--- src/rtl/fixed_point_pkg.sv ---
// Shared constants and helpers for the fixed-point arithmetic pipelines.
// The adder/subtractor and the multiplier both build on these.
package fixed_point_pkg;

    localparam int RND_TRUNC   = 0;
    localparam int RND_HALF_UP = 1;
    localparam int SAT_WRAP    = 0;
    localparam int SAT_CLAMP   = 1;

    function automatic int fp_max(input int a, input int b);
        return (a > b) ? a : b;
    endfunction

endpackage

--- src/rtl/fixed_point_resize.sv ---
// Combinational requantiser: takes a signed IW.FW value to WIO.WFO.
// Optionally rounds half up, then saturates or wraps.
module fixed_point_resize
    import fixed_point_pkg::*;
#(
    parameter int IW  = 5,
    parameter int FW  = 4,
    parameter int WIO = 5,
    parameter int WFO = 4,
    parameter int SAT = SAT_CLAMP,
    parameter int RND = RND_TRUNC
) (
    input  logic [IW+FW-1:0]   value_in,
    output logic [WIO+WFO-1:0] value_out,
    output logic               overflow
);

    localparam int WIN = IW + FW;
    localparam int WX  = IW + 1 + WFO;
    localparam int WO  = WIO + WFO;

    logic [WX-1:0] aligned;
    logic [WO-1:0] wrapped;
    logic          ovf;

    generate
        if (WFO >= FW) begin : g_pad
            assign aligned = $signed({{(WX-WIN){value_in[WIN-1]}}, value_in}) <<< (WFO - FW);
        end else begin : g_drop
            localparam int D = FW - WFO;
            localparam logic [WIN:0] HALF = (WIN+1)'(1) << (D - 1);
            logic [WIN:0] ext;
            logic [WIN:0] rnd;
            assign ext = {value_in[WIN-1], value_in};
            // One extra integer bit keeps the rounding increment from overflowing.
            if (RND == RND_HALF_UP) begin : g_rnd
                assign rnd = ext + HALF;
            end else begin : g_trunc
                assign rnd = ext;
            end
            assign aligned = rnd[WIN:D];
        end

        if (WX >= WO) begin : g_narrow
            logic [WX-WO:0] top;
            assign top     = aligned[WX-1:WO-1];
            assign wrapped = aligned[WO-1:0];
            assign ovf     = !((&top) || !(|top));
        end else begin : g_wide
            assign wrapped = {{(WO-WX){aligned[WX-1]}}, aligned};
            assign ovf     = 1'b0;
        end
    endgenerate

    always_comb begin
        value_out = wrapped;
        if ((SAT == SAT_CLAMP) && ovf) begin
            value_out = aligned[WX-1] ? {1'b1, {(WO-1){1'b0}}} : {1'b0, {(WO-1){1'b1}}};
        end
    end

    assign overflow = ovf;

endmodule

--- src/rtl/fixed_point_addsub_pipe.sv ---
// Three-stage valid/ready fixed-point adder/subtractor with mixed Qm.n
// operands, full-precision sum, and round/saturate on the way out.
module fixed_point_addsub_pipe
    import fixed_point_pkg::*;
#(
    parameter int WI1 = 3,
    parameter int WF1 = 4,
    parameter int WI2 = 4,
    parameter int WF2 = 3,
    parameter int WIO = fp_max(WI1, WI2) + 1,
    parameter int WFO = fp_max(WF1, WF2),
    parameter int SAT = SAT_CLAMP,
    parameter int RND = RND_TRUNC
) (
    input  logic               clk,
    input  logic               reset,
    input  logic               in_valid,
    output logic               in_ready,
    input  logic [WI1+WF1-1:0] input1,
    input  logic [WI2+WF2-1:0] input2,
    input  logic               sub,
    output logic               out_valid,
    input  logic               out_ready,
    output logic [WIO+WFO-1:0] FixedPoint_Out,
    output logic               overFlow,
    output logic               ovf_sticky
);

    localparam int IA = fp_max(WI1, WI2);
    localparam int FA = fp_max(WF1, WF2);
    localparam int WA = IA + FA;
    localparam int WR = WA + 1;
    localparam int WO = WIO + WFO;

    logic          en;
    logic [WA-1:0] a_aligned;
    logic [WA-1:0] b_aligned;

    logic          s1_valid_reg;
    logic [WA-1:0] s1_a_reg;
    logic [WA-1:0] s1_b_reg;
    logic          s1_sub_reg;

    logic          s2_valid_reg;
    logic [WR-1:0] s2_sum_reg;
    logic [WR-1:0] a_ext;
    logic [WR-1:0] b_ext;
    logic [WR-1:0] sum_next;

    logic          out_valid_reg;
    logic [WO-1:0] out_data_reg;
    logic          out_ovf_reg;
    logic          ovf_sticky_reg;
    logic [WO-1:0] res_next;
    logic          ovf_next;

    // Every stage moves together; a stalled output freezes the whole pipe.
    assign en       = !out_valid_reg || out_ready;
    assign in_ready = en;

    assign a_aligned = WA'($signed(input1)) <<< (FA - WF1);
    assign b_aligned = WA'($signed(input2)) <<< (FA - WF2);

    // Subtraction as A + ~B + 1 on the already sign-extended operands.
    assign a_ext    = {s1_a_reg[WA-1], s1_a_reg};
    assign b_ext    = {s1_b_reg[WA-1], s1_b_reg} ^ {WR{s1_sub_reg}};
    assign sum_next = a_ext + b_ext + WR'(s1_sub_reg);

    fixed_point_resize #(
        .IW (IA + 1),
        .FW (FA),
        .WIO(WIO),
        .WFO(WFO),
        .SAT(SAT),
        .RND(RND)
    ) u_resize (
        .value_in (s2_sum_reg),
        .value_out(res_next),
        .overflow (ovf_next)
    );

    always_ff @(posedge clk) begin
        if (reset) begin
            s1_valid_reg  <= 1'b0;
            s1_a_reg      <= '0;
            s1_b_reg      <= '0;
            s1_sub_reg    <= 1'b0;
            s2_valid_reg  <= 1'b0;
            s2_sum_reg    <= '0;
            out_valid_reg <= 1'b0;
            out_data_reg  <= '0;
            out_ovf_reg   <= 1'b0;
        end else if (en) begin
            s1_valid_reg  <= in_valid;
            s1_a_reg      <= a_aligned;
            s1_b_reg      <= b_aligned;
            s1_sub_reg    <= sub;
            s2_valid_reg  <= s1_valid_reg;
            s2_sum_reg    <= sum_next;
            out_valid_reg <= s2_valid_reg;
            out_data_reg  <= res_next;
            out_ovf_reg   <= ovf_next && s2_valid_reg;
        end
    end

    always_ff @(posedge clk) begin
        if (reset) begin
            ovf_sticky_reg <= 1'b0;
        end else if (out_valid_reg && out_ready && out_ovf_reg) begin
            ovf_sticky_reg <= 1'b1;
        end
    end

    assign out_valid      = out_valid_reg;
    assign FixedPoint_Out = out_data_reg;
    assign overFlow       = out_ovf_reg;
    assign ovf_sticky     = ovf_sticky_reg;

endmodule

--- config.mk ---
export PLATFORM = sky130hd
export DESIGN_NAME = fixed_point_addsub_pipe
export DESIGN_NICKNAME = d
export VERILOG_FILES = /design/src/rtl/fixed_point_pkg.sv /design/src/rtl/fixed_point_resize.sv /design/src/rtl/fixed_point_addsub_pipe.sv
export SDC_FILE = /design/constraint.sdc
export NUM_CORES = 1
export LEC_CHECK = 0
export BUFFER_PORTS_ARGS = -buffer_cell sky130_fd_sc_hd__buf_2
export CAP_MARGIN = 20
export CELL_PAD_IN_SITES_DETAIL_PLACEMENT = 0
export CELL_PAD_IN_SITES_GLOBAL_PLACEMENT = 1
export CORE_MARGIN = 4
export CORE_UTILIZATION = 43
export CTS_CLUSTER_SIZE = 12
export DETAILED_ROUTE_END_ITERATION = 10
export GPL_TIMING_DRIVEN = 0
export PLACE_DENSITY_LB_ADDON = 0.1
export REMOVE_ABC_BUFFERS = 1
export SLEW_MARGIN = 10
export SYNTH_ARGS = -nofsm -noshare
export SYNTH_HDL_FRONTEND = slang
export SYNTH_SLANG_ARGS = --single-unit
--- constraint.sdc ---
create_clock -name clk -period 3.38 [get_ports clk]
set_input_delay 0.676 -clock clk [delete_from_list [all_inputs] [get_ports clk]]
set_output_delay 0.676 -clock clk [all_outputs]
set_load 0.1 [all_outputs]
# After elaboration in Yosys (flattened, before gate mapping)
# Index checks and enable logic that the tools add are counted.
[classes]
addsub = 2
bitwise = 1
reduce_logical = 2
[op_table]
columns = ["operator", "n"]
rows = [
  ["9-bit by 1-bit adder with 9-bit output", 1],
  ["9-bit adder", 1],
  ["9-bit XOR", 1],
  ["1-bit zero test", 1],
  ["1-bit logical OR", 1],
]
[word_totals]
ff_bits = 36
word_cells = 13

# Logic depth before layout (Yosys ltp)
[logic_depth]
word_depth = 3
ltp_mapped = 9
depth_no_buf = 9

# By module
# Synthesis repeated with hierarchy kept, for this count alone.
[unflattened]
cells_unflattened = 227
area_unflattened_um2 = 1845.5
[by_module_without_submodules]
columns = ["mod", "n_inst", "cells_each", "area_each_um2", "seq_area_each_um2"]
rows = [
  ["fixed_point_addsub_pipe", 1, 216, 1766.7, 760.7],
  ["fixed_point_resize", 1, 11, 78.8, 0.0],
]

# Worst setup path before layout
# No wires, ideal clock.
[synth_timing]
kind = "reg2out"
startpoint = "register out_valid_reg (netlist: out_valid)"
endpoint = "output in_ready"
arrival_ps = 1699
slack_ps = 1005
stages_incl_launch_ff = 5
n_path_buf = 2
cell_sequence = "dfxtp_1 -> nor2b_1 -> buf_2 -> inv_1 -> buf_2"
[synth_between]
elab_chain_len = 2
[synth_lines]
columns = ["element", "line", "text"]
rows = [
  ["start, declared", "fixed_point_addsub_pipe.sv:50", "logic out_valid_reg;"],
  ["start signal, assigned", "fixed_point_addsub_pipe.sv:100", "out_valid_reg <= s2_valid_reg;"],
  ["1-bit zero test", "fixed_point_addsub_pipe.sv:58", "assign en = !out_valid_reg || out_ready;"],
  ["1-bit logical OR", "fixed_point_addsub_pipe.sv:58", ""],
  ["end, declared", "fixed_point_addsub_pipe.sv:18", "output logic in_ready,"],
]
# Every way passes these cells.

# Worst setup path in the final report
[layout_timing]
startpoint = "input out_ready"
endpoint = "output in_ready"
[layout_between]
elab_chain_len = 1
[layout_lines]
columns = ["element", "line", "text"]
rows = [
  ["start, declared", "fixed_point_addsub_pipe.sv:23", "input logic out_ready,"],
  ["1-bit logical OR", "fixed_point_addsub_pipe.sv:58", ""],
]
# Every way passes these cells.

==> metrics <==
Worst EP arrival 2.15 ns; Die Ht 70.7 microns; cells after synthesis 212; Hold-fix buffers, CTS 0; Cell Rows 22; CTS root buffer clkbuf_8; Clock Latency Late Sink 0.28 ns; Resized Gates After CTS 0; distinct cell type count after synthesis 33; setup ws final around 0.56 ns; fillers between 400 and 500; Yosys reg bits 36; max-slew violation count 0; Seq/Total Area, Yosys 42.6%; Crit Path Class in2out; gr usage total ~14%; WP data required 2.70 ns; worst setup path end in_ready; Max-Cap Viols 0; share of post-route cells with drive strength above 1 about 18%; synthesis warning total 0; leading area contributor after synthesis dfxtp_1; Final period util 83.6%; endpoints failing hold 0; CP peak stage delay 0.72 ns; internal power between 0.7 and 0.8 mW; Setup crit end kind output pin; vias in the first global route 1295; Antenna Cells 0; worst rel slew slack 34.5%; clock-pin transition on the worst setup and hold timing paths approximately 0.06 ns; Initial DRT Pass Iterations 4; Pleak 0.886 nW; final net count 264; Die W 70.7 microns; routed vias/inst 4.91; r2r setup slk 0.98 ns; proportion of synthesized area in mux cells 0.591%; Cell Chain, Critical Path buf_2 -> nor2b_4 -> inv_1 -> buf_2; final setup fails 0; syn avg cell area 7.99 sq um; Area growth, synth to finish 15.2%; worst slew pin tran 0.981 ns; Flop pwr share 47.3%; Startpoint Class input port; reg2reg path depth 8; Initial Util 45.2%; Highest Clock Rate 354 MHz; CTS H-Tree Depth 2; core area approximately 3700 sq um; adder-cell share of the synthesized area 7.83%; hold slack around 0.45 ns; initial antenna violation count 0; Buf/Inv on CP 3; Routed WL per cell 11.2 microns; setup bufs post-CTS 0; critical path fanouts, max 33; largest net degree at the start of global routing between 40 and 50; detailed placer's ending HPWL 2200 microns; top cell family by delay on the critical path buffers and inverters; CTS buffer count 5; clock share of power between 20% and 30%; slowest CP cell inv_1; Synth top area share a little over two fifths; dpl cells 276; ANT nets after route 0; DRC 0; largest family of logic cells by synthesized area simple AND/OR/NAND/NOR gates; Synth area leaders dfxtp_1 43%, nand2_1 13%, a21oi_1 9.8%; critical path depth 4; die area 5000 sq um; PD cells 526 nW/um^2; final core occ 52.1%; Cell Count, Final, Fillers Out 284; 1st-iter DRT viols 52; reg2reg start s1_sub_reg$_SDFFE_PP0P_; critical path launch point out_ready; VDD IR max 0.000291 V; Synth Cell Area 1690 sq um; CTS tree done; Clock Sinks 36; Pwr Total 1.02 mW; setup slack after placement 0.519 ns; Sw Ratio between 30% and 40%; Logic pwr share between 20% and 30%; Synth Area in Simple Gates 22.7%; status finished, final reports clean; RSZ-0062 raised after global routing no; xor/xnor cell area share of the yosys netlist 4.66%; Worst Hold Class reg2reg; skew final 0.00175 ns; Sw Pwr roughly 0.32 mW; first-pass GRT wire length roughly 5400 microns; critical path's most frequent cell buf_2; post-synthesis compound-gate area fraction 16.0%; routability cong. 0.680; WL final about 3200 microns; Clock Tree Buf Depth 2; Min Clock Period, post-route 2.82 ns; Vias 1395; IO Pins 32; I/O Buffers 29; total grt overflow 0; worst reg2reg path endpoint s2_sum_reg[6]$_SDFFE_PP0P_
## worst min-delay path, delay by kind of cell, from the launching register on
| family | cells | cell delay (ns) |
|---|---|---|
| AOI/OAI and AO/OA | 1 | 0.05 |
| DFF | 1 | 0.31 |
| and+or+nand+nor | 1 | 0.05 |
## synthesized netlist by cell type
master / number
nand2_1: 59
dfxtp_1: 36
a21oi_1: 33
ha_1: 9
nor2_1: 9
clkbuf_1: 8
xor2_1: 8
inv_1: 6
buf_2: 5
nand3_1: 4
a31oi_1: 3
nor3_1: 3
nor4b_1: 3
a211oi_1: 2
and2b_2: 2
buf_4: 2
o21ai_0: 2
o21ai_2: 2
or4_1: 2
a21o_1: 1
a221o_1: 1
and3_1: 1
conb_1: 1
fa_1: 1
mux2i_1: 1
nand3b_1: 1
nand4_1: 1
nand4b_1: 1
nor2b_1: 1
o21a_1: 1
o221ai_1: 1
o31a_2: 1
xnor2_1: 1
## final cells by class
| cell class | instances | area (sq um) | share of cell area, % |
|---|---|---|---|
| Multi-Input combinational cell | 156 | 891 | 45.7 |
| Sequential cell | 36 | 721 | 37.0 |
| Inverter | 6 | 22.5 | 1.16 |
| Timing Repair Buffer | 30 | 165 | 8.47 |
| Tap cell | 48 | 60.1 | 3.08 |
| Clock buffer | 8 | 90.1 | 4.62 |
## placed cells by master (no fill, tap or decap), types with 3 or more instances in the layout
cell,instances
a21oi_1,33
xor2_1,8
buf_2,29
a31oi_1,3
clkbuf_8,6
nor4b_1,3
nand2_1,59
nor2_1,9
inv_1,6
dfxtp_1,36
nand3_1,4
nor3_1,3
ha_1,9
## through the flow
step	instance area [sq um]	setup TNS (ns)
after floorplan	1630	-29.50
after global placement	1830	-43.91
after detailed placement	1860	0
after CTS	1950	0
after global routing	1950	0
final	1950	0
## layer usage
metal,GRT usage [%],part of all wire (%)
met2,22.5,46
met5,0,0
met4,5.64,1.7
met3,5.26,6.1
met1,15.4,46
## power groups by stage
stage	combinational, mW	sequential (mW)	clock, mW
after CTS	0.243	0.485	0.314
after global routing	0.263	0.490	0.331
after floorplan	0.121	0.562	0
after detailed placement	0.242	0.494	0
final	0.241	0.485	0.299
after global placement	0.235	0.492	0
## how the worst min path moves through the flow
| stage | cells after the start | start | slack [ns] | endpoint |
|---|---|---|---|---|
| 2_1_floorplan | 2 | s1_valid_reg$_SDFFE_PP0P_ | 0.43 | s1_valid_reg$_SDFFE_PP0P_ |
| 4_1_cts | 2 | FixedPoint_Out[8]$_SDFFE_PP0P_ | 0.45 | FixedPoint_Out[8]$_SDFFE_PP0P_ |
| 5_1_grt | 2 | FixedPoint_Out[7]$_SDFFE_PP0P_ | 0.47 | FixedPoint_Out[7]$_SDFFE_PP0P_ |
| 6_report | 2 | FixedPoint_Out[7]$_SDFFE_PP0P_ | 0.45 | FixedPoint_Out[7]$_SDFFE_PP0P_ |
| 3_3_place_gp | 2 | FixedPoint_Out[1]$_SDFFE_PP0P_ | 0.43 | FixedPoint_Out[1]$_SDFFE_PP0P_ |
| 3_5_place_dp | 2 | FixedPoint_Out[8]$_SDFFE_PP0P_ | 0.44 | FixedPoint_Out[8]$_SDFFE_PP0P_ |
## cell families after synthesis
group / count (synthesis)
AO/OA/AOI/OAI: 47
adder cells (fa/ha/maj): 10
flip-flops: 36
buffers and inverters: 21
XOR/XNOR: 9
other: 1
multiplexers: 1
AND/OR/NAND/NOR: 87
Note: power is estimated with default switching activity, not from simulation.
